===== src/rtl/pc_sequencer.sv =====
// Fetch-PC sequencer with delay-slot branch/jump redirect, exception entry/return
// and a circular return-address stack for call/return prediction.
module pc_sequencer #(
  parameter int             AW        = 32,
  parameter logic [AW-1:0]  RESET_PC  = 'h0000_3000,
  parameter logic [AW-1:0]  EXC_PC    = 'h0000_4180,
  parameter int             RAS_DEPTH = 4
) (
  input  logic          clk,
  input  logic          reset,
  input  logic          stall,
  input  logic [AW-1:0] id_pc,
  input  logic [2:0]    br_type,
  input  logic [AW-1:0] rs_val,
  input  logic [AW-1:0] rt_val,
  input  logic [AW-1:0] br_off,
  input  logic          j_valid,
  input  logic [25:0]   j_idx,
  input  logic          jr_valid,
  input  logic          call,
  input  logic          exc_req,
  input  logic          eret_req,
  input  logic [AW-1:0] epc,
  output logic [AW-1:0] pc,
  output logic [AW-1:0] pc4,
  output logic [AW-1:0] link_addr,
  output logic          taken,
  output logic [AW-1:0] ras_top,
  output logic          ras_empty
);

  localparam int PW = $clog2(RAS_DEPTH);
  localparam int CW = $clog2(RAS_DEPTH + 1);
  localparam logic [CW-1:0] RAS_FULL = CW'(RAS_DEPTH);

  typedef enum logic [2:0] {
    BR_NONE    = 3'b000,
    BR_BEQ     = 3'b001,
    BR_BNE     = 3'b010,
    BR_BGTZ    = 3'b011,
    BR_BLEZ    = 3'b100,
    BR_BLTZ    = 3'b101,
    BR_BGEZ    = 3'b110,
    BR_BNEZALC = 3'b111
  } br_e;

  logic [AW-1:0] ras_mem [RAS_DEPTH];
  logic [PW-1:0] ras_ptr;   // next slot to write; top is ras_ptr-1
  logic [CW-1:0] ras_cnt;
  logic [PW-1:0] top_idx;

  logic          rs_zero, rs_neg, br_cond;
  logic [AW-1:0] br_target, j_target, next_pc;
  logic          ras_upd_ok, push, pop;

  assign rs_zero = (rs_val == '0);
  assign rs_neg  = rs_val[AW-1];

  // NOTE: every signal assigned in always_comb gets a default first, so no path infers a latch.
  always_comb begin
    br_cond = 1'b0;
    case (br_e'(br_type))
      BR_NONE:    br_cond = 1'b0;
      BR_BEQ:     br_cond = (rs_val == rt_val);
      BR_BNE:     br_cond = (rs_val != rt_val);
      BR_BGTZ:    br_cond = !rs_neg && !rs_zero;
      BR_BLEZ:    br_cond = rs_neg || rs_zero;
      BR_BLTZ:    br_cond = rs_neg;
      BR_BGEZ:    br_cond = !rs_neg;
      BR_BNEZALC: br_cond = !rs_zero;
    endcase
  end

  assign taken     = j_valid | jr_valid | br_cond;
  assign br_target = id_pc + AW'(4) + {br_off[AW-3:0], 2'b00};
  assign j_target  = {id_pc[AW-1:28], j_idx, 2'b00};
  assign pc4       = pc + AW'(4);
  assign link_addr = id_pc + AW'(8);

  assign top_idx   = ras_ptr - 1'b1;
  assign ras_empty = (ras_cnt == '0);
  assign ras_top   = ras_empty ? '0 : ras_mem[top_idx];

  always_comb begin
    next_pc = pc4;
    if (exc_req)       next_pc = EXC_PC;
    else if (eret_req) next_pc = epc;
    else if (stall)    next_pc = pc;
    else if (jr_valid) next_pc = rs_val;
    else if (j_valid)  next_pc = j_target;
    else if (br_cond)  next_pc = br_target;
  end

  assign ras_upd_ok = !stall && !exc_req && !eret_req;
  assign push = ras_upd_ok && ((call && (j_valid || jr_valid)) ||
                               ((br_e'(br_type) == BR_BNEZALC) && taken));
  assign pop  = ras_upd_ok && jr_valid && !call && (rs_val == ras_top) && !ras_empty;

  // NOTE: sequential state uses non-blocking assignments so every register samples pre-edge values.
  always_ff @(posedge clk or negedge reset) begin
    if (!reset) begin
      pc      <= RESET_PC;
      ras_ptr <= '0;
      ras_cnt <= '0;
      // NOTE: the stack storage is reset too, so entries read as zero after reset rather than stale data.
      for (int i = 0; i < RAS_DEPTH; i++) ras_mem[i] <= '0;
    end else begin
      pc <= next_pc;
      if (push) begin
        // When full, the write slot holds the oldest entry and is simply overwritten.
        ras_mem[ras_ptr] <= link_addr;
        ras_ptr          <= ras_ptr + 1'b1;
        if (ras_cnt != RAS_FULL) ras_cnt <= ras_cnt + 1'b1;
      end else if (pop) begin
        ras_ptr <= top_idx;
        ras_cnt <= ras_cnt - 1'b1;
      end
    end
  end

endmodule


===== config.mk =====
export PLATFORM = sky130hd
export DESIGN_NAME = pc_sequencer
export DESIGN_NICKNAME = d
export VERILOG_FILES = /design/src/rtl/pc_sequencer.sv
export SDC_FILE = /design/constraint.sdc
export NUM_CORES = 1
export LEC_CHECK = 0
export ABC_AREA = 1
export CAP_MARGIN = 20
export CELL_PAD_IN_SITES_DETAIL_PLACEMENT = 0
export CELL_PAD_IN_SITES_GLOBAL_PLACEMENT = 1
export CORE_MARGIN = 1.5
export CORE_UTILIZATION = 30
export CTS_CLUSTER_SIZE = 10
export DETAILED_ROUTE_END_ITERATION = 16
export PLACE_DENSITY = 0.8
export SYNTH_ARGS = -nofsm -noshare
export SYNTH_HDL_FRONTEND = slang
export SYNTH_SLANG_ARGS = --single-unit
export TNS_END_PERCENT = 20

===== constraint.sdc =====
create_clock -name clk -period 8.2 [get_ports clk]
set_input_delay 1.64 -clock clk [delete_from_list [all_inputs] [get_ports clk]]
set_output_delay 1.64 -clock clk [all_outputs]
set_load 0.05 [all_outputs]

======== After elaboration in Yosys (flattened, before gate mapping) ========
Cells that the tools add are included.
word-level totals
  logic and storage cells ................. 80
  output and inout port bits .............. 130
  input port bits ......................... 197
  register bits ........................... 165
cells by class
  order comparisons ....................... 3
  muxes and demuxes ....................... 19
  equal/unequal tests ..................... 13
  reduce and logical (&&, ||, !) cells .... 26
  bitwise operators ....................... 4
  $add $sub $neg .......................... 8
operators by type and width
  cell                   count
  $mux 32                10
  $bwmux 128             1
  $add 32x3->32 const B  2
  $bmux 32 s2            1
  $demux 32 s2           1
  $eq 32x32->1           2
  $add 32x32->32         1
  $add 32x4->32 const B  1
  $logic_not 32->1       1
  $ne 32x32->1           1
  $eq 3x3->1 const B     4
  $logic_and 1x1->1      11
  $mux 3                 3
  $pmux 1 s8             1
  $logic_not 1->1        7
  $eq 3x2->1 const B     2
  $ge 3x3->1 const B     2
  $logic_not 3->1        2
  $not 2->3              2
  $mux 2                 2
  $add 3x1->3 const B    1
  $eq 3x1->1 const B     1
  $logic_or 1x1->1       3
  $lt 3x1->1 const B     1
  other kinds (9)        10

======== Depth between registers and ports, before layout ========
  depth in word-level cells ............... 11
  depth in mapped cells ................... 24
  gate-level depth less buffers ........... 21

======== Least setup slack after synthesis ========
Ideal clock, no wire load.
  path type ............................... input -> output
  start ................................... input id_pc[3]
  end ..................................... output link_addr[27]
  stages on the path ...................... 9
  required time ........................... 6560 ps
  arrival ................................. 3512 ps
  buffers on the path ..................... 0
  path slack .............................. 3048 ps
  cells stage by stage .................... ha_1 > nand4_2 > nor2_2 > nand4_1 > nor2_2 > nand3_1 > nor2_2 > nand3_1 > xor2_1
on the way
  cells in the longest elaborated chain, start to end .. 1
ends and longest elaborated chain
  element             RTL line  text
  start: declaration  12        input logic [AW-1:0] id_pc,
  $add 32x4->32       78        assign link_addr = id_pc + AW'(8);
  end: declaration    26        output logic [AW-1:0] link_addr,
Every way passes these cells.

======== Worst setup path after layout ========
  start ................................... input id_pc[3]
  end ..................................... output link_addr[29]
The elaborated chain is that of the path after synthesis.

==> flow_summary.toml <==
[timing]
worst_slew_pin_slew_ps = 1099
whs_ps = 477.1
skew_ps = 9.099
fmax_mhz = 150.8
tns_ps = 0
rsz0062_at_grt = "false"
hold_violations = 0
finalCriticalPeriod_ps = 6631
setup_violations = 0
fin_crit_sh_pct = 80.86
slew_viol_final = 0
relSlewSlack_pct = 26.67

[final_layout]
drive_gt1_share_pct = 4.113
nets = 2729
final_cell_area_um2 = 18210
fill_cells = 4988
area_growth_pct = 29.29

[clocking]
cts_tree = "yes"
clk_pin_slew_ps = 70
cts.sink_count = 165
cts_hold_buf = 0
clock_latency_ps = 450
clockBufferDepth = 2
numCtsBuffers = 17
cts_setup_buffers = 0
cts_max_level = 4
post_cts_resized = 0
root_buffer = "clkbuf_16"

[logic_synthesis]
synthCells = 2203
netlist_area_um2 = 14080
synth_area_leaders = "dfrtp_1 29%, nand2_1 20%, inv_1 7.3%"
synth_top_area_share_pct = 28.96
yosysWarnings = 0
yosysUniqueCellTypes = 49
syn-num-nets = 2465
avgSynthCellArea_um2 = 6.392
async_reset_ff_share_pct = 100.0
synth-seq-cells = 165
ys.flop_type = "dfrtp_1"
synth.most_common_cell = "nand2_1"
synth_area_leader_cell = "dfrtp_1"
synth_edf_count = 0
yosysSeqAreaShare_pct = 29.34
synth_commonest_cells = "732 x nand2_1, 275 x inv_1, 206 x nor2_1, 164 x nand3_1, 163 x dfrtp_1"

[routing]
ant_nets = 0
wl_um = 64080
viasPerCell = 5.047
wl_per_cell_um = 20.72
vias = 15610
drt_iter0_markers = 1285
first_pass_iters = 6
drc = 0

[global_route]
grt_pass1_wl_um = 94320
grt_max_degree = 90
grt_pass1_vias = 15130
grt-ovfl-total = 0
antenna_found_initial = 6
grt_usage_pct = 26.54

[placed_design]
placed_cell_area_um2 = 17590
place_congestion = 0.9314
io_buffers = 324
post-dp-hpwl_um = 50750

[floorplan]
chipHeight_um = 219.7
die_x_um = 219.7
pin_count = 327
fp-row-count = 79
core-area_um2 = 46460
dieArea_um2 = 48250
start_util_pct = 30.31

[flow_run]
maxCapViolations = 0

[critical_path]
start_kind = "primary input"
path_buf_inv = 3
crit_path_end_kind = "output pin"
critPathTopFamily = "buffers and inverters"
path_cells = "clkdlybuf4s50_1, buf_4, ha_1, nand4_2, nor2_2, nand4_1, nor2_2, nand3_1, nor2_2, nand3_1, xor2_1, clkdlybuf4s50_1"
crit_path_max_incr_delay_ps = 910
path_class = "in2out"
cp_max_fo = 8
crit_slowest_cell = "clkdlybuf4s50_1"
cpMostUsedCell = "nor2_2"
arrival_ps = 4990
cp.required_ps = 6560

[pwr]
p_leak_uw = 0.008894
p_total_uw = 5654
irDropWorstVdd_mv = 0.2933
p_per_area_nw_per_um2 = 310.5

[run_status]
status = "completed"

[worst_hold_path]
hold_path.class = "reg2reg"
[cells in the final DEF, fill, tap and decap left out, types with 3 or more instances in the layout]
cell type        Yosys  final
nor2_2               6      6
buf_4               15     12
a31oi_1              5      5
nand3b_1             8      8
dfrtp_1            163    162
clkbuf_1            26      3
nand2_4              3      3
o22ai_1              4      4
clkbuf_16            0     17
xor2_1              51     51
inv_2               12     12
o21ai_0            130    130
inv_1              275    275
nor3_1              30     30
nand2_1            732    732
nand3_2              3      3
a221oi_1            11     11
ha_1                63     63
diode_2              0      6
o21ai_2             12     12
a21oi_1             65     65
clkdlybuf4s50_1      0    321
o21bai_1             3      3
nor4_1              12     12
or2_2                3      3
o21ai_1             55     55
clkinv_4             0      3
o211ai_1             5      5
nor2_1             206    206
nand4_1             34     34
inv_6                1      3
nand2_2              3      3
nand3_1            164    164
xnor2_1             31     31
[where the power goes]
group | switching (uW) | internal (uW)
Sequential | 226 | 1100
Combinational | 2440 | 1060
Clock | 363 | 464
Total | 3020 | 2630
[sequential cells by signal, indices dropped and copies added (netlist names)]
| name | count |
|---|---|
| ras_mem | 128 |
| pc | 32 |
| ras_ptr | 2 |
| ras_cnt | 3 |
[kinds of logic after synthesis]
group,Yosys count,share of synthesized area (%)
fa+ha+maj,65,5.882
simple gates,1216,36.43
compound gates,294,11.39
xor+xnor,82,5.100
buf+inv,381,11.86
flops,165,29.34
[worst paths after layout]
kind,slack [ps],endpoint,start,cells after the start
hold reg to reg,480,ras_mem[52],ras_mem[52],2
hold / removal,480,ras_mem[52],ras_mem[52],2
min in group asynchronous,1120,pc[14],reset,1
setup reg to reg,4410,ras_cnt[2],ras_ptr[0],19
setup / recovery,1570,link_addr[29],id_pc[3],12
max in group asynchronous,5740,ras_mem[36],reset,2
[layer usage]
layer  share of wire [%]  global-route usage [%]
met1                  43                   34.12
met2                  49                   45.29
met3                 5.1                   3.685
met4                 3.3                   9.365
met5               0.027                       0
[layout make-up]
class / count / area (um2) / area share (%)
Antenna cell: 6 / 15.01 / 0.08246
Clock buffer: 21 / 450.4 / 2.474
Clock inverter: 11 / 141.4 / 0.7765
Inverter: 289 / 1090 / 5.985
Multi-Input combinational cell: 1657 / 8280 / 45.48
Sequential cell: 165 / 4135 / 22.71
Tap cell: 607 / 759.5 / 4.171
Timing Repair Buffer: 337 / 3336 / 18.32
[stage by stage]
stage / setup WS, ps / utilization (%) / std cells
CTS: 1621 / 39.14 / 3086
finish: 1569 / 39.19 / 3093
global placement: 1646 / 37.86 / 3054
detailed placement: 1644 / 37.86 / 3054
global route: 1420 / 39.18 / 3091
floorplan: 3048 / - / 2203
[worst register-to-register path: cells and delay by family (launching register included)]
family / cells / cell delay [ps]
compound gates: 1 / 130
fa+ha+maj: 1 / 350
buf+inv: 3 / 630
simple gates: 14 / 1490
flops: 1 / 1100
Note: power is estimated with default switching activity, not from simulation.
